===== config.mk =====
export PLATFORM = sky130hd
export DESIGN_NAME = mem_arbiter
export DESIGN_NICKNAME = d
export VERILOG_FILES = /design/src/rtl/mem_arbiter.sv
export SDC_FILE = /design/constraint.sdc
export NUM_CORES = 1
export LEC_CHECK = 0
export ABC_CLOCK_PERIOD_IN_PS = 2000
export CAP_MARGIN = 10
export CORE_MARGIN = 2
export CORE_UTILIZATION = 27
export CTS_CLUSTER_SIZE = 40
export DETAILED_ROUTE_END_ITERATION = 12
export HOLD_SLACK_MARGIN = 0.05
export PLACE_DENSITY = 0.85
export SETUP_SLACK_MARGIN = 0.4
export SKIP_LAST_GASP = 1
export SLEW_MARGIN = 30
export SYNTH_ARGS = -nofsm -noshare
export SYNTH_HDL_FRONTEND = slang
export SYNTH_SLANG_ARGS = --single-unit
export TNS_END_PERCENT = 10

===== constraint.sdc =====
create_clock -name clk -period 2 [get_ports clk]
set_input_delay 0.5 -clock clk [delete_from_list [all_inputs] [get_ports clk]]
set_output_delay 0.5 -clock clk [all_outputs]
set_load 0.03 [all_outputs]

===== src/rtl/mem_arbiter.sv =====
// ---------------------------------------------------------------------------
// mem_arbiter
//   Two-requester arbiter (processor and DMA/loader) sharing one synchronous
//   single-port memory. A three-state FSM (IDLE, OWN_CPU, OWN_DMA) owns the
//   memory bus. Arbitration from IDLE costs one cycle. An owner is forced off
//   after MAX_BURST consecutive transfers only if the other side is waiting.
//   Read data comes back one cycle after the read transfer.
//
// Parameters
//   WIDTH      data/address width of every data and address port
//   MAX_BURST  transfers per grant while the other requester waits (1..15)
//
// Configuration macro
//   MEM_ARB_RR_EN  when defined, a tie in IDLE goes to the requester that was
//                  not the most recent owner. When undefined, the processor
//                  always wins a tie.
//
// Ports
//   clk, reset                   clock, synchronous active-high reset
//   cpu_req/we/adr/wdata         processor request
//   cpu_gnt                      processor owns memory this cycle
//   cpu_rvalid, cpu_rdata        processor read return (cycle after read)
//   dma_*                        same set for the DMA/loader requester
//   mem_en/we/adr/wdata          memory command (all zero when idle)
//   mem_rdata                    memory read data, one cycle after address
// ---------------------------------------------------------------------------
module mem_arbiter #(
    parameter int WIDTH     = 8,
    parameter int MAX_BURST = 4
) (
    input  logic             clk,
    input  logic             reset,

    input  logic             cpu_req,
    input  logic             cpu_we,
    input  logic [WIDTH-1:0] cpu_adr,
    input  logic [WIDTH-1:0] cpu_wdata,
    output logic             cpu_gnt,
    output logic             cpu_rvalid,
    output logic [WIDTH-1:0] cpu_rdata,

    input  logic             dma_req,
    input  logic             dma_we,
    input  logic [WIDTH-1:0] dma_adr,
    input  logic [WIDTH-1:0] dma_wdata,
    output logic             dma_gnt,
    output logic             dma_rvalid,
    output logic [WIDTH-1:0] dma_rdata,

    output logic             mem_en,
    output logic             mem_we,
    output logic [WIDTH-1:0] mem_adr,
    output logic [WIDTH-1:0] mem_wdata,
    input  logic [WIDTH-1:0] mem_rdata
);

    typedef enum logic [1:0] {
        IDLE    = 2'd0,
        OWN_CPU = 2'd1,
        OWN_DMA = 2'd2
    } state_t;

    // Counter value at which a waiting requester takes over.
    localparam logic [3:0] BURST_LAST = 4'(MAX_BURST - 1);

    state_t     state;
    logic [3:0] burst_cnt;
    logic       cpu_rv_q;
    logic       dma_rv_q;

    logic       cpu_xfer;
    logic       dma_xfer;
    logic       at_last;
    logic       tie_cpu;
    logic       to_cpu;
    logic       to_dma;
    logic       to_idle;

    // A transfer is ownership plus a live request from the owner.
    assign cpu_xfer = (state == OWN_CPU) && cpu_req;
    assign dma_xfer = (state == OWN_DMA) && dma_req;
    assign at_last  = (burst_cnt == BURST_LAST);

    assign cpu_gnt  = cpu_xfer;
    assign dma_gnt  = dma_xfer;

`ifdef MEM_ARB_RR_EN
    // 1 = processor was the most recent owner. Clears to 0 so that the
    // processor wins the first tie after reset.
    logic last_cpu;
    assign tie_cpu = !last_cpu;
`else
    assign tie_cpu = 1'b1;
`endif

    // Next-ownership decode. At most one of to_cpu/to_dma/to_idle is set;
    // none set means the current owner keeps the bus.
    always_comb begin
        to_cpu  = 1'b0;
        to_dma  = 1'b0;
        to_idle = 1'b0;
        case (state)
            IDLE: begin
                to_cpu = cpu_req && (!dma_req || tie_cpu);
                to_dma = dma_req && !to_cpu;
            end
            OWN_CPU: begin
                // Hand over when the owner has stopped, or when it has used
                // its burst and the other side is waiting.
                to_dma  = dma_req && (!cpu_req || at_last);
                to_idle = !cpu_req && !dma_req;
            end
            OWN_DMA: begin
                to_cpu  = cpu_req && (!dma_req || at_last);
                to_idle = !dma_req && !cpu_req;
            end
            default: to_idle = 1'b1;
        endcase
    end

    always_ff @(posedge clk) begin
        if (reset) begin
            state     <= IDLE;
            burst_cnt <= '0;
            cpu_rv_q  <= 1'b0;
            dma_rv_q  <= 1'b0;
`ifdef MEM_ARB_RR_EN
            last_cpu  <= 1'b0;
`endif
        end else begin
            cpu_rv_q <= cpu_xfer && !cpu_we;
            dma_rv_q <= dma_xfer && !dma_we;

            if (to_cpu) begin
                state     <= OWN_CPU;
                burst_cnt <= '0;
            end else if (to_dma) begin
                state     <= OWN_DMA;
                burst_cnt <= '0;
            end else if (to_idle) begin
                state     <= IDLE;
                burst_cnt <= '0;
            end else if ((cpu_xfer || dma_xfer) && !at_last) begin
                // Saturates at BURST_LAST so a lone owner can run forever.
                burst_cnt <= burst_cnt + 4'd1;
            end

`ifdef MEM_ARB_RR_EN
            if (to_cpu)
                last_cpu <= 1'b1;
            else if (to_dma)
                last_cpu <= 1'b0;
`endif
        end
    end

    // Memory command mux: owner's fields during a transfer, zero otherwise.
    always_comb begin
        mem_en    = 1'b0;
        mem_we    = 1'b0;
        mem_adr   = '0;
        mem_wdata = '0;
        if (cpu_xfer) begin
            mem_en    = 1'b1;
            mem_we    = cpu_we;
            mem_adr   = cpu_adr;
            mem_wdata = cpu_wdata;
        end else if (dma_xfer) begin
            mem_en    = 1'b1;
            mem_we    = dma_we;
            mem_adr   = dma_adr;
            mem_wdata = dma_wdata;
        end
    end

    // Read return. Gating with reset drops a read whose return cycle
    // coincides with a reset, so it is never seen by the requester.
    assign cpu_rvalid = cpu_rv_q && !reset;
    assign dma_rvalid = dma_rv_q && !reset;
    assign cpu_rdata  = cpu_rvalid ? mem_rdata : '0;
    assign dma_rdata  = dma_rvalid ? mem_rdata : '0;

endmodule


# == Word-level counts from Yosys, hierarchy flattened ==
# Index checks and enable logic that the tools add are counted.
# totals
ff_bits,8
inputBits,46
output_inout_bits,38
elab_cells,51
# classes
addsub,1
n_eq_ne,3
n_mux,16
n_reduce_logical,26
# op_table
op,n
2-to-1 mux 8 bit,6
logical AND 1 bit,11
zero test 1 bit,6
case mux 1 bit (2 select lines),3
2-to-1 mux 1 bit,5
adder 4 x 1 -> 4 bit (second input constant),1
equality test 4 x 2 -> 1 bit (second input constant),1
2-to-1 mux 2 bit,2
OR reduction 2 bit,2
OR reduction 4 bit,1
logical OR 1 bit,3
nonzero test 3 bit,1
equality test 2 x 1 -> 1 bit (second input constant),1
equality test 2 bit (second input constant),1
zero test 2 bit,1
nonzero test 2 bit,1

# == Logic depth before layout (Yosys ltp) ==
# Gate-level depths: netlist of run 1.
# logic_depth
word_depth,6
depth_mapped,7
mapped_depth_nobuf,6

# == Least setup slack after synthesis of run 1 ==
# Ideal clock, no wire load.
# synth_timing
path_kind,register to output
from,reg state[1]
to,out mem_adr[0]
arrival_ps,1378
required_ps,1500
setup_slack_ps,122
stages_incl_launch_ff,8
path_buffers,1
cell_sequence,dfxtp_1 -> inv_1 -> ha_1 -> nand2_1 -> inv_2 -> nor2_4 -> buf_6 -> a22o_1
# synth_between
elab_chain_cells,4
elab_cells_between_ends,6
cone_classes,2 x eq/ne; 2 x mux; 2 x reduce/logical
# synth_rtl
item,line,source
"start, declared",66,state_t state;
"start signal, assigned",123,state <= IDLE;
"start signal, assigned",135,state <= OWN_CPU;
"start signal, assigned",138,state <= OWN_DMA;
equality test 2 bit,81,assign dma_xfer = (state == OWN_DMA) && dma_req;
logical AND 1 bit,81,
2-to-1 mux 8 bit,168,end else if (dma_xfer) begin
2-to-1 mux 8 bit *,163,if (cpu_xfer) begin
"end, declared",52,"output logic [WIDTH-1:0] mem_adr,"
# Every way passes the cells marked *; elsewhere a longest branch is shown, timed or not.

# == Final worst setup path of run 1 ==
# layout_timing
from,reg state[1]
to,out mem_wdata[4]
# layout_between
elab_chain_cells,4
elab_cells_between_ends,6
cone_classes,2 x eq/ne; 2 x mux; 2 x reduce/logical
# layout_rtl
item,line,source
equality test 2 bit,81,
logical AND 1 bit,81,
2-to-1 mux 8 bit,168,
2-to-1 mux 8 bit *,163,
"end, declared",53,"output logic [WIDTH-1:0] mem_wdata,"
# Marks and branches as above.

==> impl_metrics.prom, run 1 <==
# TYPE chip_impl_metric gauge
chip_impl_metric{name="drive_gt1_share",unit="%"} 46.2
chip_impl_metric{name="power_frac_comb",unit="%"} 56.7
chip_impl_metric{name="synth_compound_area_share",unit="%"} 30.3
chip_impl_metric{name="fp-row-count",unit=""} 19
chip_impl_metric{name="cell_internal_pwr",unit="uW"} 446
chip_impl_metric{name="yosys.area_share.simple",unit="%"} 32.2
chip_impl_metric{name="post_synth_edffs",unit=""} 0
chip_impl_metric{name="synthMuxAreaShare",unit="%"} 1.33
chip_impl_metric{name="syn2layout_area_growth",unit="%"} 152
chip_impl_metric{name="grt_antenna_before_repair",unit=""} 0
chip_impl_metric{name="cellLeakagePower",unit="nW"} 0.865
chip_impl_metric{name="global_route.usage.total",unit="%"} 19.9
chip_impl_metric{name="max_cap_viol_count",unit=""} 0
chip_impl_metric{name="first_global_vias",unit=""} 1136
chip_impl_info{name="crit_path_end_kind",value="output pin"} 1
chip_impl_metric{name="peakVddDrop",unit="V"} 0.000216
chip_impl_metric{name="ys_ff_latch",unit=""} 8
chip_impl_metric{name="f_max",unit="MHz"} 477
chip_impl_metric{name="n_fill_cell",unit=""} 198
chip_impl_metric{name="clkSinkCount",unit=""} 8
chip_impl_metric{name="h-tree-depth",unit=""} 1
chip_impl_info{name="crit_type",value="register to output pin"} 1
chip_impl_metric{name="holdPathStages",unit=""} 2
chip_impl_metric{name="clk_pin_slew",unit="ps"} 50
chip_impl_metric{name="netSwitchingPower",unit="uW"} 225
chip_impl_metric{name="route.detailed.wl_per_inst",unit="um"} 15.2
chip_impl_metric{name="synthesis.nets",unit=""} 137
chip_impl_info{name="crit_end",value="mem_wdata[4]"} 1
chip_impl_metric{name="postLayoutCellArea",unit="mm^2"} 0.00190
chip_impl_info{name="ctsRootBufferMaster",value="sky130_fd_sc_hd__clkbuf_4"} 1
chip_impl_metric{name="grt_max_degree",unit=""} 19
chip_impl_metric{name="via_count",unit=""} 1073
chip_impl_metric{name="yosys_warnings",unit=""} 0
chip_impl_metric{name="clkLatencyLatePin",unit="ps"} 240
chip_impl_metric{name="die_y",unit="um"} 56.9
chip_impl_metric{name="first_pass_iters",unit=""} 3
chip_impl_info{name="ys_dominant_reg_cell",value="sky130_fd_sc_hd__dfxtp_1"} 1
chip_impl_metric{name="max_stage_delay",unit="ps"} 360
chip_impl_metric{name="yosys.area_share.adder",unit="%"} 6.63
chip_impl_info{name="worstSetupStartpoint",value="state[1]$_SDFFE_PP0P_"} 1
chip_impl_metric{name="setup_ws",unit="ps"} -96.9
chip_impl_metric{name="final_util",unit="%"} 70.0
chip_impl_info{name="path_cells",value="inv_4 > ha_4 > nand2_4 > inv_6 > nor2_4 > buf_6 > buf_16 > a22o_4 > buf_6"} 1
chip_impl_info{name="status",value="finished with violations"} 1
chip_impl_metric{name="floorplan.core_area",unit="mm^2"} 0.00271
chip_impl_metric{name="buffers_from_clock_root_to_sink_at_most",unit=""} 2
chip_impl_info{name="dominant_combinational_cell_family_by_area_after_synthesis",value="simple AND/OR/NAND/NOR gates"} 1
chip_impl_metric{name="numPlacedInstances",unit=""} 204
chip_impl_metric{name="detailedPlacementHpwl",unit="um"} 2530
chip_impl_metric{name="globalRoute.totalOverflow",unit=""} 0
chip_impl_metric{name="fin_crit_sh",unit="%"} 105
chip_impl_metric{name="wirelength_met1",unit="um"} 1040
chip_impl_metric{name="route.met2.wl",unit="um"} 1910
chip_impl_metric{name="report.power.total",unit="uW"} 671
chip_impl_metric{name="drtIter0Drc",unit=""} 32
chip_impl_metric{name="worst_slew_margin_rel",unit="%"} 75.4
chip_impl_info{name="reg2reg_to",value="burst_cnt[1]$_SDFFE_PP0P_"} 1
chip_impl_info{name="top_layer_used",value="met4"} 1
chip_impl_metric{name="period_minus_slack",unit="ps"} 2100
chip_impl_metric{name="fin_setup_tns",unit="ps"} -1010
chip_impl_metric{name="placed_cell_area",unit="mm^2"} 0.00169
chip_impl_metric{name="floorplan.io_pins",unit=""} 84
chip_impl_metric{name="sequentialPowerShare",unit="%"} 25.8
chip_impl_metric{name="worst_hold_slack",unit="ps"} 516
chip_impl_info{name="setup.worst_path.start_class",value="register"} 1
chip_impl_metric{name="yosys.area_share.xor_xnor",unit="%"} 2.32
chip_impl_metric{name="cts_made_buffers",unit=""} 3
chip_impl_metric{name="sequential_area",unit="um^2"} 168
chip_impl_metric{name="crit_required",unit="ps"} 1500
chip_impl_info{name="grt_setup_unrepaired",value="true"} 1
chip_impl_metric{name="vias_per_inst",unit=""} 4.94
chip_impl_metric{name="critical_path_cell_count",unit=""} 9
chip_impl_metric{name="postSynthAreaPerCell",unit="um^2"} 8.67
chip_impl_info{name="worst_path_max_delay_cell",value="sky130_fd_sc_hd__dfxtp_4"} 1
chip_impl_metric{name="n_antenna_cell",unit=""} 0
chip_impl_metric{name="ys_seq_area_share",unit="%"} 21.2
chip_impl_info{name="cp_top_family",value="buffers and inverters"} 1
chip_impl_metric{name="finalWirelength",unit="um"} 3300
chip_impl_metric{name="drt.antenna.violating_nets",unit=""} 0
chip_impl_info{name="cts_tree",value="done"} 1
chip_impl_metric{name="crit_arrival",unit="ps"} 1600
chip_impl_metric{name="post_synth_num_cell_types",unit=""} 28
chip_impl_metric{name="route.met3.wl",unit="um"} 297
chip_impl_metric{name="synth_cells",unit=""} 87
chip_impl_metric{name="globalplace.congestion",unit=""} 0.724
chip_impl_info{name="worst_min_delay_path_class",value="register to register"} 1
chip_impl_metric{name="setup_failing_eps_final",unit=""} 17
chip_impl_metric{name="netlist_area",unit="um^2"} 754
chip_impl_metric{name="die_width",unit="um"} 56.9
chip_impl_metric{name="power.density",unit="mW/mm^2"} 354
chip_impl_metric{name="post_cts_hold_buffer_count",unit=""} 0
chip_impl_metric{name="reg2reg_depth",unit=""} 9
chip_impl_metric{name="drc",unit=""} 0
chip_impl_metric{name="post_layout_nonfiller_instances",unit=""} 217
chip_impl_metric{name="worstPathMaxFanout",unit=""} 5
chip_impl_metric{name="multi_input_logic_area",unit="um^2"} 704
chip_impl_metric{name="place_ws",unit="ps"} -409
chip_impl_metric{name="cp.buffers_inverters",unit=""} 5
chip_impl_metric{name="rrSetupSlack",unit="ps"} 360
chip_impl_metric{name="p_clk_share",unit="%"} 17.5
chip_impl_metric{name="worst_clock_skew",unit="ps"} 1.89
chip_impl_metric{name="worst_pin_slew",unit="ps"} 369
chip_impl_metric{name="portBuffers",unit=""} 83
chip_impl_metric{name="grt_pass1_wl",unit="um"} 5000
chip_impl_info{name="critical-path-top-cell-by-count",value="sky130_fd_sc_hd__buf_6"} 1
chip_impl_metric{name="dieArea",unit="mm^2"} 0.00323
chip_impl_metric{name="synthArstFlopShare",unit="%"} 0
chip_impl_metric{name="initial_utilization",unit="%"} 27.8
chip_impl_metric{name="slew_violations",unit=""} 0
chip_impl_metric{name="num-nets-final",unit=""} 238
chip_impl_info{name="violations",value="negative setup slack"} 1
chip_impl_metric{name="share_of_total_power_consumed_by_net_switching",unit="%"} 33.6
chip_impl_info{name="critical_path.reg2reg.startpoint",value="state[1]$_SDFFE_PP0P_"} 1
chip_impl_metric{name="hold_viol",unit=""} 0
[Yosys cell counts, drive strengths merged, types with 2 or more instances]
| cell | n | area (um^2) |
|---|---|---|
| dfxtp | 8 | 160 |
| clkbuf | 2 | 7.51 |
| nand2 | 5 | 18.8 |
| nor3 | 2 | 10.0 |
| and2 | 16 | 100 |
| buf | 2 | 18.8 |
| ha | 4 | 50.1 |
| nor2b | 3 | 18.8 |
| a22o | 18 | 158 |
| nor2 | 7 | 33.8 |
| a21oi | 3 | 22.5 |
| inv | 5 | 18.8 |
[kinds of logic after synthesis]
logic type      count (synthesis)
compound gates                 25
flops                           8
xor+xnor                        2
buf+inv                         9
fa+ha+maj                       4
mux                             1
simple gates                   38
[power by group through the flow]
stage               combinational (mW)  sequential, mW  clock (mW)
finish                           0.381           0.173       0.118
global route                     0.400           0.174       0.128
detailed placement               0.352           0.176           0
global placement                 0.343           0.176           0
CTS                              0.376           0.173       0.121
floorplan                        0.182           0.174           0
[sequential cells by signal, indices dropped and copies added, names as in the netlist]
register	count
burst_cnt	4
cpu_rv_q	1
dma_rv_q	1
state	2
[tightest hold or removal path: stages, from the launching register on]
cell and delay (ps):
sky130_fd_sc_hd__dfxtp_4 360, sky130_fd_sc_hd__nand2_1 60, sky130_fd_sc_hd__a211oi_1 60
[layout make-up]
| class | count | share of cell area (%) |
|---|---|---|
| tap | 31 | 2.04 |
| clock buffer | 3 | 1.19 |
| multi-input combinational | 72 | 37.1 |
| timing repair buffer | 98 | 49.4 |
| inverter | 5 | 1.38 |
| sequential | 8 | 8.83 |
[worst min path at each step]
stage | from | endpoint | slack, ps
6_report | state[1]$_SDFFE_PP0P_ | state[1]$_SDFFE_PP0P_ | 520
5_1_grt | state[1]$_SDFFE_PP0P_ | state[1]$_SDFFE_PP0P_ | 540
4_1_cts | burst_cnt[2]$_SDFFE_PP0P_ | burst_cnt[2]$_SDFFE_PP0P_ | 510
3_5_place_dp | state[1]$_SDFFE_PP0P_ | state[1]$_SDFFE_PP0P_ | 480
3_3_place_gp | state[1]$_SDFFE_PP0P_ | state[1]$_SDFFE_PP0P_ | 470
2_1_floorplan | state[1]$_SDFFE_PP0P_ | state[1]$_SDFFE_PP0P_ | 460
[layer usage]
metal,vias up,global-route usage [%]
li1,518,-
met5,-,0
met1,487,17.1
met4,0,6.64
met2,64,42.2
met3,4,5.53
[cell usage in the layout (no fill, tap or decap), drive strengths merged, types with 2 or more instances in the layout]
cell type and count:
ha 4, nor2b 5, nor2 7, clkbuf 3
clkdlybuf4s50 42, dfxtp 8, buf 53, nor3 2
nand2 5, inv 5, a22o 18, dlygate4sd2 2
a21oi 3, and2 16
[timing repair]
item | CTS | global route
gates resized for setup | 24 | 1
pin swaps | 5 | 0
setup endpoints to repair | 43 | 42
gates cloned | 1 | 2
setup buffers | 6 | 1
No activity file was read; power rests on OpenSTA's default activity.
==> inputs of run 2 (changes only) <==
--- a/config.mk
+++ b/config.mk
@@ -5,9 +5,10 @@
 export SDC_FILE = /design/constraint.sdc
 export NUM_CORES = 1
 export LEC_CHECK = 0
-export ABC_CLOCK_PERIOD_IN_PS = 2000
+export ABC_CLOCK_PERIOD_IN_PS = 2200
 export CAP_MARGIN = 10
-export CORE_MARGIN = 2
+export CORE_ASPECT_RATIO = 1.75
+export CORE_MARGIN = 10
 export CORE_UTILIZATION = 27
 export CTS_CLUSTER_SIZE = 40
 export DETAILED_ROUTE_END_ITERATION = 12
==> constraint.sdc (replaced) <==
create_clock -name clk -period 2.2 [get_ports clk]
set_input_delay 0.55 -clock clk [delete_from_list [all_inputs] [get_ports clk]]
set_output_delay 0.55 -clock clk [all_outputs]
set_load 0.03 [all_outputs]
==> impl_metrics.prom, run 2 (synthesis gave the netlist of run 1 again) <==
# TYPE chip_impl_metric gauge
chip_impl_info{name="status",value="complete, no violations"} 1
chip_impl_metric{name="n_fill_cell",unit=""} 177
chip_impl_metric{name="power_frac_comb",unit="%"} 52.8
chip_impl_metric{name="slew_violations",unit=""} 0
chip_impl_metric{name="clk_pin_slew",unit="ps"} 40
chip_impl_metric{name="worst_clock_skew",unit="ps"} 1.81
chip_impl_metric{name="grt_pass1_wl",unit="um"} 7220
chip_impl_metric{name="met2_usage",unit="%"} 26.8
chip_impl_info{name="worstSetupStartpoint",value="state[1]$_SDFFE_PP0P_"} 1
chip_impl_metric{name="vias_per_inst",unit=""} 5.19
chip_impl_info{name="ctsRootBufferMaster",value="sky130_fd_sc_hd__clkbuf_8"} 1
chip_impl_metric{name="grt_antenna_before_repair",unit=""} 0
chip_impl_metric{name="post_layout_nonfiller_instances",unit=""} 218
chip_impl_metric{name="peakVddDrop",unit="V"} 0.000338
chip_impl_metric{name="period_minus_slack",unit="ps"} 2080
chip_impl_metric{name="buffers_from_clock_root_to_sink_at_most",unit=""} 2
chip_impl_metric{name="first_global_vias",unit=""} 1255
chip_impl_metric{name="sequentialPowerShare",unit="%"} 21.6
chip_impl_info{name="largest_register",value="burst_cnt"} 1
chip_impl_metric{name="n_antenna_cell",unit=""} 0
chip_impl_metric{name="floorplan.io_pins",unit=""} 84
chip_impl_metric{name="worst_slew_margin_rel",unit="%"} 73.7
chip_impl_info{name="crit_type",value="register to output pin"} 1
chip_impl_metric{name="first_pass_iters",unit=""} 4
chip_impl_metric{name="worstPathMaxFanout",unit=""} 8
chip_impl_metric{name="grt_max_degree",unit=""} 11
chip_impl_info{name="cts_tree",value="done"} 1
chip_impl_metric{name="finalWirelength",unit="um"} 4840
chip_impl_metric{name="portBuffers",unit=""} 83
chip_impl_metric{name="setup_failing_eps_final",unit=""} 0
chip_impl_info{name="crit_path_end_kind",value="output pin"} 1
chip_impl_metric{name="dieArea",unit="mm^2"} 0.00539
chip_impl_metric{name="route.detailed.wl_per_inst",unit="um"} 22.2
chip_impl_info{name="grt-busiest-layer",value="met2"} 1
chip_impl_metric{name="global_route.usage.total",unit="%"} 17.2
chip_impl_metric{name="clkLatencyLatePin",unit="ps"} 240
chip_impl_metric{name="globalplace.congestion",unit=""} 0.802
chip_impl_metric{name="globalRoute.totalOverflow",unit=""} 0
chip_impl_metric{name="drc",unit=""} 0
chip_impl_metric{name="worst_hold_slack",unit="ps"} 522
chip_impl_metric{name="hold_viol",unit=""} 0
chip_impl_metric{name="detailedPlacementHpwl",unit="um"} 3860
chip_impl_metric{name="cellLeakagePower",unit="nW"} 0.913
chip_impl_metric{name="crit_required",unit="ps"} 1650
chip_impl_metric{name="share_of_total_power_consumed_by_net_switching",unit="%"} 33.0
chip_impl_info{name="worst_min_delay_path_class",value="register to register"} 1
chip_impl_info{name="setup.worst_path.start_class",value="register"} 1
chip_impl_metric{name="clkSinkCount",unit=""} 8
chip_impl_metric{name="power.density",unit="mW/mm^2"} 364
chip_impl_metric{name="use_met1",unit="%"} 18.5
chip_impl_metric{name="die_width",unit="um"} 60.0
chip_impl_metric{name="die_y",unit="um"} 89.9
chip_impl_metric{name="f_max",unit="MHz"} 481
chip_impl_info{name="startpoint_of_the_worst_hold_path",value="state[1]$_SDFFE_PP0P_"} 1
chip_impl_metric{name="setup_ws",unit="ps"} 123
chip_impl_metric{name="drive_gt1_share",unit="%"} 49.2
chip_impl_metric{name="numPlacedInstances",unit=""} 204
chip_impl_metric{name="fp-row-count",unit=""} 25
chip_impl_metric{name="via_count",unit=""} 1132
chip_impl_metric{name="sequential_area",unit="um^2"} 165
chip_impl_metric{name="h-tree-depth",unit=""} 1
chip_impl_metric{name="max_cap_viol_count",unit=""} 0
chip_impl_metric{name="drtIter0Drc",unit=""} 16
chip_impl_metric{name="initial_utilization",unit="%"} 28.0
chip_impl_info{name="mostFrequentLayoutCells",value="sky130_fd_sc_hd__clkdlybuf4s50_1 (40), sky130_fd_sc_hd__buf_4 (40), sky130_fd_sc_hd__and2_1 (14)"} 1
chip_impl_info{name="critical_path.reg2reg.startpoint",value="state[1]$_SDFFE_PP0P_"} 1
chip_impl_metric{name="worst_pin_slew",unit="ps"} 392
chip_impl_metric{name="num-nets-final",unit=""} 243
chip_impl_info{name="largest_registers",value="burst_cnt: 4 flops, state: 2 flops"} 1
chip_impl_metric{name="p_clk_share",unit="%"} 25.6
chip_impl_metric{name="use_met3",unit="%"} 9.30
chip_impl_metric{name="multi_input_logic_area",unit="um^2"} 701
chip_impl_metric{name="crit_arrival",unit="ps"} 1530
chip_impl_metric{name="syn2layout_area_growth",unit="%"} 166
chip_impl_metric{name="largest_register_ffs",unit=""} 4
chip_impl_metric{name="final_util",unit="%"} 74.7
chip_impl_info{name="grt_setup_unrepaired",value="true"} 1
chip_impl_metric{name="drt.antenna.violating_nets",unit=""} 0
chip_impl_metric{name="netSwitchingPower",unit="uW"} 241
chip_impl_metric{name="cts_made_buffers",unit=""} 3
chip_impl_metric{name="fin_crit_sh",unit="%"} 94.4
chip_impl_metric{name="floorplan.core_area",unit="mm^2"} 0.00269
chip_impl_metric{name="place_ws",unit="ps"} -128
chip_impl_metric{name="cell_internal_pwr",unit="uW"} 489
[run 2: cell count changes in the layout (fill, tap and decap cells not counted), sizes merged]
| cell | previous run | this run |
|---|---|---|
| clkdlybuf4s50 | 42 | 40 |
| dlymetal6s2s | 1 | 0 |
| dlygate4sd2 | 2 | 3 |
| buf | 53 | 60 |
| clkdlybuf4s15 | 0 | 1 |
| nor2b | 5 | 4 |
[run 2: final timing paths]
kind / endpoint / cells past startpoint / slack [ps]
worst max-delay path: mem_adr[3] / 7 / 120
worst min-delay path: state[1]$_SDFFE_PP0P_ / 2 / 520
worst max register to register: burst_cnt[1]$_SDFFE_PP0P_ / 12 / 210
worst min register to register: state[1]$_SDFFE_PP0P_ / 2 / 520
[run 2: repair_timing]
item                                   4_1_cts  5_1_grt
setup endpoints to repair                   38       35
endpoints found under the hold margin        0        0
pin swaps                                    5        4
hold buffers                                 0        0
gates cloned                                 1        0
gates resized for setup                     41        9
buffers inserted                             9        1
[run 2: worst max-delay path, stage by stage, from the launching register on]
cell and delay, ps:
sky130_fd_sc_hd__dfxtp_4 370, sky130_fd_sc_hd__buf_6 100, sky130_fd_sc_hd__ha_4 160, sky130_fd_sc_hd__nand2_4 60, sky130_fd_sc_hd__nor2_4 160, sky130_fd_sc_hd__buf_6 150, sky130_fd_sc_hd__a22o_1 150, sky130_fd_sc_hd__buf_6 140
[run 2: cell type report]
| cell class | instances | area share (%) |
|---|---|---|
| clock buffer | 3 | 2.06 |
| inverter | 5 | 1.18 |
| multi-input combinational | 71 | 34.9 |
| sequential | 8 | 8.22 |
| tap | 27 | 1.68 |
| timing repair buffer | 104 | 52.0 |
[run 2: through the flow]
stage	cell area (um^2)	power (mW)	TNS (ps)
floorplan	756	0.297	0
global placement	1710	0.480	-2380
detailed placement	1710	0.486	-3410
CTS	1960	0.701	0
global route	2010	0.762	0
finish	2010	0.730	0
[run 2: layer usage]
layer  routed length (um)  vias up  part of all wire [%]
li1                     -      530                     -
met1                 1840      496                    38
met2                 2170       93                    45
met3                  703       13                    15
met4                  129        0                   2.7
met5                    0        -                     0
[run 2: power by group through the flow]
| stage | Clock [mW] | Sequential [mW] | Combinational, mW |
|---|---|---|---|
| 6_report | 0.187 | 0.158 | 0.385 |
| 5_1_grt | 0.199 | 0.158 | 0.405 |
| 4_1_cts | 0.175 | 0.157 | 0.369 |
| 3_5_place_dp | 0 | 0.158 | 0.328 |
| 3_3_place_gp | 0 | 0.157 | 0.323 |
| 2_1_floorplan | 0 | 0.156 | 0.141 |
